### config.mk
export PLATFORM = sky130hd
export DESIGN_NAME = multicycle_ctrl_fsm_flat
export DESIGN_NICKNAME = d
export VERILOG_FILES = /design/src/rtl/multicycle_ctrl_fsm_pkg.sv /design/src/rtl/multicycle_ctrl_fsm_if.sv /design/src/rtl/multicycle_ctrl_fsm.sv /design/src/flat_wrapper.sv
export SDC_FILE = /design/constraint.sdc
export NUM_CORES = 1
export LEC_CHECK = 0
export ABC_AREA = 1
export BUFFER_PORTS_ARGS = -buffer_cell sky130_fd_sc_hd__buf_2
export CORE_ASPECT_RATIO = 1.1
export CORE_UTILIZATION = 38
export CTS_CLUSTER_DIAMETER = 50
export CTS_CLUSTER_SIZE = 40
export DETAILED_ROUTE_END_ITERATION = 8
export PLACE_DENSITY_LB_ADDON = 0.05
export RECOVER_POWER = 50
export SETUP_SLACK_MARGIN = 0.3
export SYNTH_ARGS = -nofsm -noshare
export SYNTH_HDL_FRONTEND = slang
export SYNTH_SLANG_ARGS = --single-unit
### constraint.sdc
create_clock -name clk -period 1 [get_ports clk]
set_input_delay 0.1 -clock clk [delete_from_list [all_inputs] [get_ports clk]]
set_output_delay 0.1 -clock clk [all_outputs]
set_load 0.03 [all_outputs]
### src/rtl/multicycle_ctrl_fsm_pkg.sv
// Shared encodings for the multicycle sequencer: state enum, mux-select
// constants and the flag-only compare opcodes.
package ctrl_pkg;

  localparam int STATE_W = 4;

  typedef enum logic [STATE_W-1:0] {
    FETCH  = 4'd0,
    DECODE = 4'd1,
    EXECR  = 4'd2,
    EXECI  = 4'd3,
    ALUWB  = 4'd4,
    MEMADR = 4'd5,
    MEMRD  = 4'd6,
    MEMWB  = 4'd7,
    MEMWR  = 4'd8,
    BRANCH = 4'd9
  } state_t;

  localparam logic [1:0] SRCB_RD2    = 2'b00;
  localparam logic [1:0] SRCB_IMM    = 2'b01;
  localparam logic [1:0] SRCB_FOUR   = 2'b10;

  localparam logic [1:0] RES_ALUOUT  = 2'b00;
  localparam logic [1:0] RES_DATA    = 2'b01;
  localparam logic [1:0] RES_ALU     = 2'b10;

  localparam logic [1:0] ALUOP_ADD   = 2'b00;
  localparam logic [1:0] ALUOP_FUNCT = 2'b10;

  localparam logic [3:0] OPC_TST = 4'b1000;
  localparam logic [3:0] OPC_TEQ = 4'b1001;
  localparam logic [3:0] OPC_CMP = 4'b1010;
  localparam logic [3:0] OPC_CMN = 4'b1011;

  // Compare-class opcodes only update flags, never the register file.
  function automatic logic is_compare(input logic [3:0] opc);
    return (opc == OPC_TST) || (opc == OPC_TEQ) ||
           (opc == OPC_CMP) || (opc == OPC_CMN);
  endfunction

endpackage

### src/rtl/multicycle_ctrl_fsm_if.sv
// Control bundle between the sequencer (master) and the datapath (slave).
interface multicycle_ctrl_fsm_if;
  logic [1:0] op;
  logic [5:0] funct;
  logic       cond_pass;
  logic       mem_ready;
  logic       pc_write;
  logic       adr_src;
  logic       mem_read;
  logic       mem_write;
  logic       ir_write;
  logic [1:0] result_src;
  logic       alu_src_a;
  logic [1:0] alu_src_b;
  logic [1:0] alu_op;
  logic       reg_write;
  logic [1:0] flag_write;
  logic       instr_done;

  modport master (
    input  op, funct, cond_pass, mem_ready,
    output pc_write, adr_src, mem_read, mem_write, ir_write, result_src,
           alu_src_a, alu_src_b, alu_op, reg_write, flag_write, instr_done
  );

  modport slave (
    output op, funct, cond_pass, mem_ready,
    input  pc_write, adr_src, mem_read, mem_write, ir_write, result_src,
           alu_src_a, alu_src_b, alu_op, reg_write, flag_write, instr_done
  );
endinterface

### src/rtl/multicycle_ctrl_fsm.sv
// Multicycle fetch/decode/execute/memory/writeback sequencer; Moore outputs
// except the memory-ready qualified FETCH writes and the MEMWR completion.
module multicycle_ctrl_fsm
  import ctrl_pkg::*;
#(
  parameter int ST_W = 4
) (
  input  logic                  clk,
  input  logic                  rst,
  multicycle_ctrl_fsm_if.master bus,
  output logic [ST_W-1:0]       state
);

  state_t state_q;
  state_t state_d;

  always_ff @(posedge clk) begin
    if (rst) state_q <= FETCH;
    else     state_q <= state_d;
  end

  assign state = rst ? '0 : ST_W'(state_q);

  always_comb begin
    state_d        = FETCH;
    bus.pc_write   = 1'b0;
    bus.adr_src    = 1'b0;
    bus.mem_read   = 1'b0;
    bus.mem_write  = 1'b0;
    bus.ir_write   = 1'b0;
    bus.result_src = RES_ALUOUT;
    bus.alu_src_a  = 1'b0;
    bus.alu_src_b  = SRCB_RD2;
    bus.alu_op     = ALUOP_ADD;
    bus.reg_write  = 1'b0;
    bus.flag_write = 2'b00;
    bus.instr_done = 1'b0;

    // Reset masks every output so an aborted instruction leaves no side effects.
    if (!rst) begin
      case (state_q)
        FETCH: begin
          bus.mem_read = 1'b1;
          if (bus.mem_ready) begin
            bus.ir_write   = 1'b1;
            bus.pc_write   = 1'b1;
            bus.alu_src_a  = 1'b1;
            bus.alu_src_b  = SRCB_FOUR;
            bus.alu_op     = ALUOP_ADD;
            bus.result_src = RES_ALU;
            state_d        = DECODE;
          end else begin
            state_d = FETCH;
          end
        end
        DECODE: begin
          if (!bus.cond_pass) begin
            bus.instr_done = 1'b1;
          end else begin
            case (bus.op)
              2'b00:   state_d = bus.funct[5] ? EXECI : EXECR;
              2'b01:   state_d = MEMADR;
              2'b10:   state_d = BRANCH;
              default: bus.instr_done = 1'b1;
            endcase
          end
        end
        EXECR, EXECI: begin
          bus.alu_src_b  = (state_q == EXECI) ? SRCB_IMM : SRCB_RD2;
          bus.alu_op     = ALUOP_FUNCT;
          bus.flag_write = {2{bus.funct[0]}};
          state_d        = ALUWB;
        end
        ALUWB: begin
          bus.result_src = RES_ALUOUT;
          bus.reg_write  = !is_compare(bus.funct[4:1]);
          bus.instr_done = 1'b1;
        end
        MEMADR: begin
          bus.alu_src_b = SRCB_IMM;
          bus.alu_op    = ALUOP_ADD;
          state_d       = bus.funct[0] ? MEMRD : MEMWR;
        end
        MEMRD: begin
          bus.adr_src  = 1'b1;
          bus.mem_read = 1'b1;
          state_d      = bus.mem_ready ? MEMWB : MEMRD;
        end
        MEMWB: begin
          bus.result_src = RES_DATA;
          bus.reg_write  = 1'b1;
          bus.instr_done = 1'b1;
        end
        MEMWR: begin
          bus.adr_src    = 1'b1;
          bus.mem_write  = 1'b1;
          bus.instr_done = bus.mem_ready;
          state_d        = bus.mem_ready ? FETCH : MEMWR;
        end
        BRANCH: begin
          bus.alu_src_b  = SRCB_IMM;
          bus.alu_op     = ALUOP_ADD;
          bus.result_src = RES_ALU;
          bus.pc_write   = 1'b1;
          bus.reg_write  = bus.funct[4];
          bus.instr_done = 1'b1;
        end
        default: state_d = FETCH;
      endcase
    end
  end

endmodule
### src/flat_wrapper.sv
// flat-port wrapper written by rule: the top's interface ports become plain ports
module multicycle_ctrl_fsm_flat import ctrl_pkg::*;
#(
  parameter int ST_W = 4
)
  (clk, rst, state, bus_op, bus_funct, bus_cond_pass, bus_mem_ready, bus_pc_write, bus_adr_src, bus_mem_read, bus_mem_write, bus_ir_write, bus_result_src, bus_alu_src_a, bus_alu_src_b, bus_alu_op, bus_reg_write, bus_flag_write, bus_instr_done);
  multicycle_ctrl_fsm_if bus_i ();
  input  logic clk;
  input  logic rst;
  output logic [ST_W-1:0] state;
  input wire logic [$bits(bus_i.op)-1:0] bus_op;
  input wire logic [$bits(bus_i.funct)-1:0] bus_funct;
  input wire logic [$bits(bus_i.cond_pass)-1:0] bus_cond_pass;
  input wire logic [$bits(bus_i.mem_ready)-1:0] bus_mem_ready;
  output wire logic [$bits(bus_i.pc_write)-1:0] bus_pc_write;
  output wire logic [$bits(bus_i.adr_src)-1:0] bus_adr_src;
  output wire logic [$bits(bus_i.mem_read)-1:0] bus_mem_read;
  output wire logic [$bits(bus_i.mem_write)-1:0] bus_mem_write;
  output wire logic [$bits(bus_i.ir_write)-1:0] bus_ir_write;
  output wire logic [$bits(bus_i.result_src)-1:0] bus_result_src;
  output wire logic [$bits(bus_i.alu_src_a)-1:0] bus_alu_src_a;
  output wire logic [$bits(bus_i.alu_src_b)-1:0] bus_alu_src_b;
  output wire logic [$bits(bus_i.alu_op)-1:0] bus_alu_op;
  output wire logic [$bits(bus_i.reg_write)-1:0] bus_reg_write;
  output wire logic [$bits(bus_i.flag_write)-1:0] bus_flag_write;
  output wire logic [$bits(bus_i.instr_done)-1:0] bus_instr_done;
  assign bus_i.op = bus_op;
  assign bus_i.funct = bus_funct;
  assign bus_i.cond_pass = bus_cond_pass;
  assign bus_i.mem_ready = bus_mem_ready;
  assign bus_pc_write = bus_i.pc_write;
  assign bus_adr_src = bus_i.adr_src;
  assign bus_mem_read = bus_i.mem_read;
  assign bus_mem_write = bus_i.mem_write;
  assign bus_ir_write = bus_i.ir_write;
  assign bus_result_src = bus_i.result_src;
  assign bus_alu_src_a = bus_i.alu_src_a;
  assign bus_alu_src_b = bus_i.alu_src_b;
  assign bus_alu_op = bus_i.alu_op;
  assign bus_reg_write = bus_i.reg_write;
  assign bus_flag_write = bus_i.flag_write;
  assign bus_instr_done = bus_i.instr_done;
  multicycle_ctrl_fsm #(.ST_W(ST_W)) u_core (.clk(clk), .rst(rst), .bus(bus_i), .state(state));
endmodule
Yosys cells after proc, flatten, opt, wreduce, memory -nomap -nowiden

Index checks and enable logic that the tools add are counted.
Widths: inputs -> output; s select.

Equal/unequal tests: 15
Multiplexer cells: 36
Reductions and logical operators: 12

Operator list:

| cell               | count |
|---|---|
| $eq 4x4->1 const B | 6 |
| $pmux 4 s6         | 1 |
| $mux 1             | 18 |
| $eq 4x3->1 const B | 4 |
| $mux 4             | 4 |
| $mux 2             | 7 |
| $pmux 2 s3         | 2 |
| $pmux 4 s3         | 1 |
| $eq 4x2->1 const B | 2 |
| $reduce_or 2->1    | 4 |
| $pmux 1 s3         | 2 |
| $reduce_or 3->1    | 2 |
| $eq 4x1->1 const B | 1 |
| $logic_not 4->1    | 1 |
| $logic_or 1x1->1   | 3 |
| $eq 2x1->1 const B | 1 |
| $eq 2x2->1 const B | 1 |
| $logic_not 2->1    | 1 |
| $pmux 1 s2         | 1 |
| $logic_not 1->1    | 1 |

Flip-flop bits (word level): 4
Input port bits: 12
Output and inout port bits: 20
Logic and storage cells: 64

Depth between registers and ports, before layout

Word-level depth: 7
Mapped depth: 8
Mapped depth without buffers: 8

Worst setup path after synthesis

OpenSTA, ideal clock, no wires.

Path kind: flip-flop to output port
From: register u_core.state_q[3]
To: output bus_flag_write[1]
Arrival: 1.665 ns
Required time: 0.900 ns
Setup slack: -0.765 ns
Stages on the path, launching flop included: 5
Path buffers: 1
Path through: dfxtp_1 > nor2_1 > nand2_1 > nor3_1 > buf_4

Longest elaborated chain between the ends: 4
Elaborated cells on any way between the ends: 5
Those cells by class: eq/ne (2); mux (2); reduce/logical (1)

RTL lines:

| element                | line                      | text |
|---|---|---|
| from (decl)            | multicycle_ctrl_fsm.sv:14 | `state_t state_q;` |
| from (signal assigned) | multicycle_ctrl_fsm.sv:19 | `else state_q <= state_d;` |
| $eq 4x2->1             | multicycle_ctrl_fsm.sv:41 | `case (state_q)` |
| $reduce_or 2->1 *      | multicycle_ctrl_fsm.sv:41 |  |
| $mux 2 *               | multicycle_ctrl_fsm.sv:41 |  |
| $mux 2 *               | multicycle_ctrl_fsm.sv:40 | `if (!rst) begin` |
| to (decl)              | flat_wrapper.sv:25        | `output wire logic [$bits(bus_i.flag_write)-1:0] bus_flag_write;` |

Mark *: on every way between the ends. The rest lies on a longest branch, timed or not.

Worst setup path in the final report

From: register u_core.state_q[2]
To: output bus_reg_write

Longest elaborated chain between the ends: 3
Elaborated cells on any way between the ends: 5
Those cells by class: eq/ne (3); mux (2)

RTL lines:

| element                                         | line                      | text |
|---|---|---|
| $eq 4x4->1 / $eq 4x3->1 (equally long branches) | multicycle_ctrl_fsm.sv:41 |  |
| $pmux 1 s3 *                                    | multicycle_ctrl_fsm.sv:41 |  |
| $mux 1 *                                        | multicycle_ctrl_fsm.sv:40 |  |
| to (decl)                                       | flat_wrapper.sv:24        | `output wire logic [$bits(bus_i.reg_write)-1:0] bus_reg_write;` |

Marks and branches as above.

==> results.md <==
* Total CTS buffers at 3
* PD cells at 640 nW/µm²
* Die Span Y at 42.0 µm
* Register area share after synthesis at 14.5%
* Post-detailed-route via-to-cell ratio at 5.54
* Final worst setup slack at -0.548 ns
* GR Util All Layers at 37.7%
* Proportion of synthesized area in mux cells at 0%
* Failing checks: negative setup slack
* Net Switching at 0.355 mW
* Drt first-iter violations at 35
* Fin area at 1300 µm²
* FMAX at 646 MHz
* Critical path data arrival time at 1.45 ns
* Critical R2R Capture: u_core.state_q[2]
* Worst reg2reg path startpoint: u_core.state_q[2]
* Netlist Area Pre-Place at 553 µm²
* Gate power share at 49.5%
* Syn nets at 118
* Area delta synth->final at 135%
* Number of port buffers at 28
* Flop2flop setup slack at -0.46 ns
* Full die area at 1610 µm²
* Reg2reg path depth at 9
* Clock sinks at 4
* CTS tree: yes
* Mapped Avg Cell Area at 5.42 µm²
* CP max FO at 6
* Largest family of logic cells by synthesized area: simple AND/OR/NAND/NOR gates
* RSZ-0062 raised after global routing: yes
* Seq pwr share at 21.1%
* Largest net degree at the start of global routing at 10
* Outcome: finished, violations left
* Post-route setup TNS at -8.81 ns
* Htree depth at 1
* Residual DRC count at 0
* VDD IR max at 820 µV
* Clock buffer depth at 2
* Clock Skew at 0.000567 ns
* Kind of critical path: reg2out
* Biggest registers after layout: u_core.state_q: 4 flops
* Post-Synth Simple-Gate Area at 51.8%
* #FFs+latches synth at 4
* Finished Layout Cells at 171
* WHS Path Cells at 3
* Crit end category: output pin
* Endpoints failing setup at 23
* Yosys cell types at 20
* Leak Pwr at 0.702 nW
* Compound-gate portion of the synthesized area at 6.11%
* Slowest cell delay on critical path at 0.40 ns
* Hold Path Sink: u_core.state_q[0]
* Routed Antenna Nets at 0
* Antenna cell count at 0
* Adder-cell area share of the yosys netlist at 9.05%
* Max Slew Vio Count at 0
* Cells along the critical path: inv_4 > nor2_4 > nand3_4 > nand3_2 > nand2_1 > inv_2 > buf_6
* Vias in the first global route at 939
* Core area at 1370 µm²
* Max reg flops at 4
* Largest Register: u_core.state_q
* Final wirelength at 3180 µm
* Cell internal pwr at 0.476 mW
* Total I/O pin count at 32
* Clock share of power at 29.3%
* Placed cell count at 162
* Starting Density at 40.5%
* Ys Warns at 0
* Post-DP HPWL at 1390 µm
* Worst EP required at 0.90 ns
* Power Total at 0.831 mW
* Hold path startpoint: bus_mem_ready
* Worst-skew pair later-pin latency at 0.25 ns
* Min cycle time layout at 1.55 ns
* Gate Count Post-Synth at 102
* Final hold vios at 0
* Vias after detailed routing at 947
* Final Wtd Congestion at 0.847
* Nets at 172
* Clk pin slew, worst setup/hold paths at 0.04 ns
* First-pass GRT wire length at 4260 µm
* Maxcap violations at 0
* Wire per inst at 18.6 µm
* # fillers at 39
* Initial antenna violation count at 0
* Total gr overflow at 0
* Drt pass-1 iters at 4
* Clk root buf: clkbuf_4
* Chip width at 38.4 µm
* Dpl cell area at 1020 µm²
* Startpoint Class: flop
* Highest-delay cell along the critical path: dfxtp_4
* XOR/XNOR share of the synthesized area at 0%
* Switching part of the total at 42.7%
* Period utilisation layout at 155%
* Worst hold path type: in2reg
* FP Rows at 14
* Share of post-route cells with drive strength above 1 at 67.1%
layout make-up:
class / count / area (µm²) / area share (%)
inverter: 18 / 77.6 / 5.97
sequential: 4 / 95.1 / 7.31
timing repair buffer: 54 / 473 / 36.4
tap: 16 / 20.0 / 1.54
multi-input combinational: 75 / 608 / 46.8
clock buffer: 4 / 26.3 / 2.02
synth_stat cells (all sizes together):
master  instances  share of area (%)
a21oi           5                5.2
buf             5                5.7
conb            1               0.68
dfxtp           4                 14
ha              4                9.1
inv            18                 12
nand2          28                 19
nand3          14                 13
nand3b          2                2.7
nand4           1                1.1
nor2           18                 15
nor3            1               0.90
o21ai           1               0.90
what timing repair did:
action	4_1_cts	5_1_grt
gates resized for setup	59	5
pin swaps	21	4
hold buffers	0	0
endpoints found under the setup margin	23	23
setup buffers	4	1
power by group through the flow:
stage	clock network (mW)	registers [mW]	logic, mW
after floorplan	0	0.175	0.223
final	0.244	0.176	0.412
after detailed placement	0	0.177	0.316
after CTS	0.243	0.173	0.372
after global routing	0.247	0.175	0.428
after global placement	0	0.177	0.310
worst max-delay path by stage:
stage | start | end | slack, ns | depth (start not counted)
after detailed placement | u_core.state_q[2] | bus_adr_src | -0.28 | 5
after CTS | u_core.state_q[1] | bus_pc_write | -0.41 | 4
final | u_core.state_q[2] | bus_reg_write | -0.55 | 7
after global routing | u_core.state_q[0] | bus_reg_write | -0.56 | 7
after floorplan | u_core.state_q[2] | bus_flag_write[1] | -0.26 | 4
after global placement | u_core.state_q[2] | bus_reg_write | -0.24 | 7
critical path: cells and delay by family (launching register included):
kind,cells,cell delay (ns)
AND/OR/NAND/NOR,4,0.54
flip-flops,1,0.40
buffers and inverters,3,0.24
per-stage QoR:
| step | worst slack (ns) | utilization (%) | hold slack (ns) |
|---|---|---|---|
| 2_1_floorplan | -0.261 | - | 0.242 |
| 3_3_place_gp | -0.238 | 74.4 | 0.428 |
| 3_5_place_dp | -0.282 | 74.4 | 0.431 |
| 4_1_cts | -0.410 | 93.1 | 0.182 |
| 5_1_grt | -0.564 | 95.1 | 0.185 |
| 6_report | -0.548 | 95.1 | 0.175 |
layout by cell type (no fill, tap or decap), types with 6 or more instances in the layout:
cell      n
buf_6    24
buf_4    21
nand3_1   7
buf_2     9
inv_1    11
nor2_4   14
nand2_2   6
nand2_1  20
logic make-up (layout without fill, tap and decap cells):
family / after synthesis / count (layout)
AND/OR/NAND/NOR: 64 / 64
buffers and inverters: 23 / 76
AO/OA/AOI/OAI: 6 / 6
adder cells (fa/ha/maj): 4 / 4
flip-flops: 4 / 4
other: 1 / 1
layer usage:
layer / vias up / track usage [%] / part of all wire (%)
li1: 420 / - / -
met1: 440 / 37.5 / 37
met2: 69 / 69.2 / 53
met3: 18 / 6.38 / 5.7
met4: 0 / 21.4 / 4.0
met5: - / 0 / 0
Power figures use the tool's default switching activity.
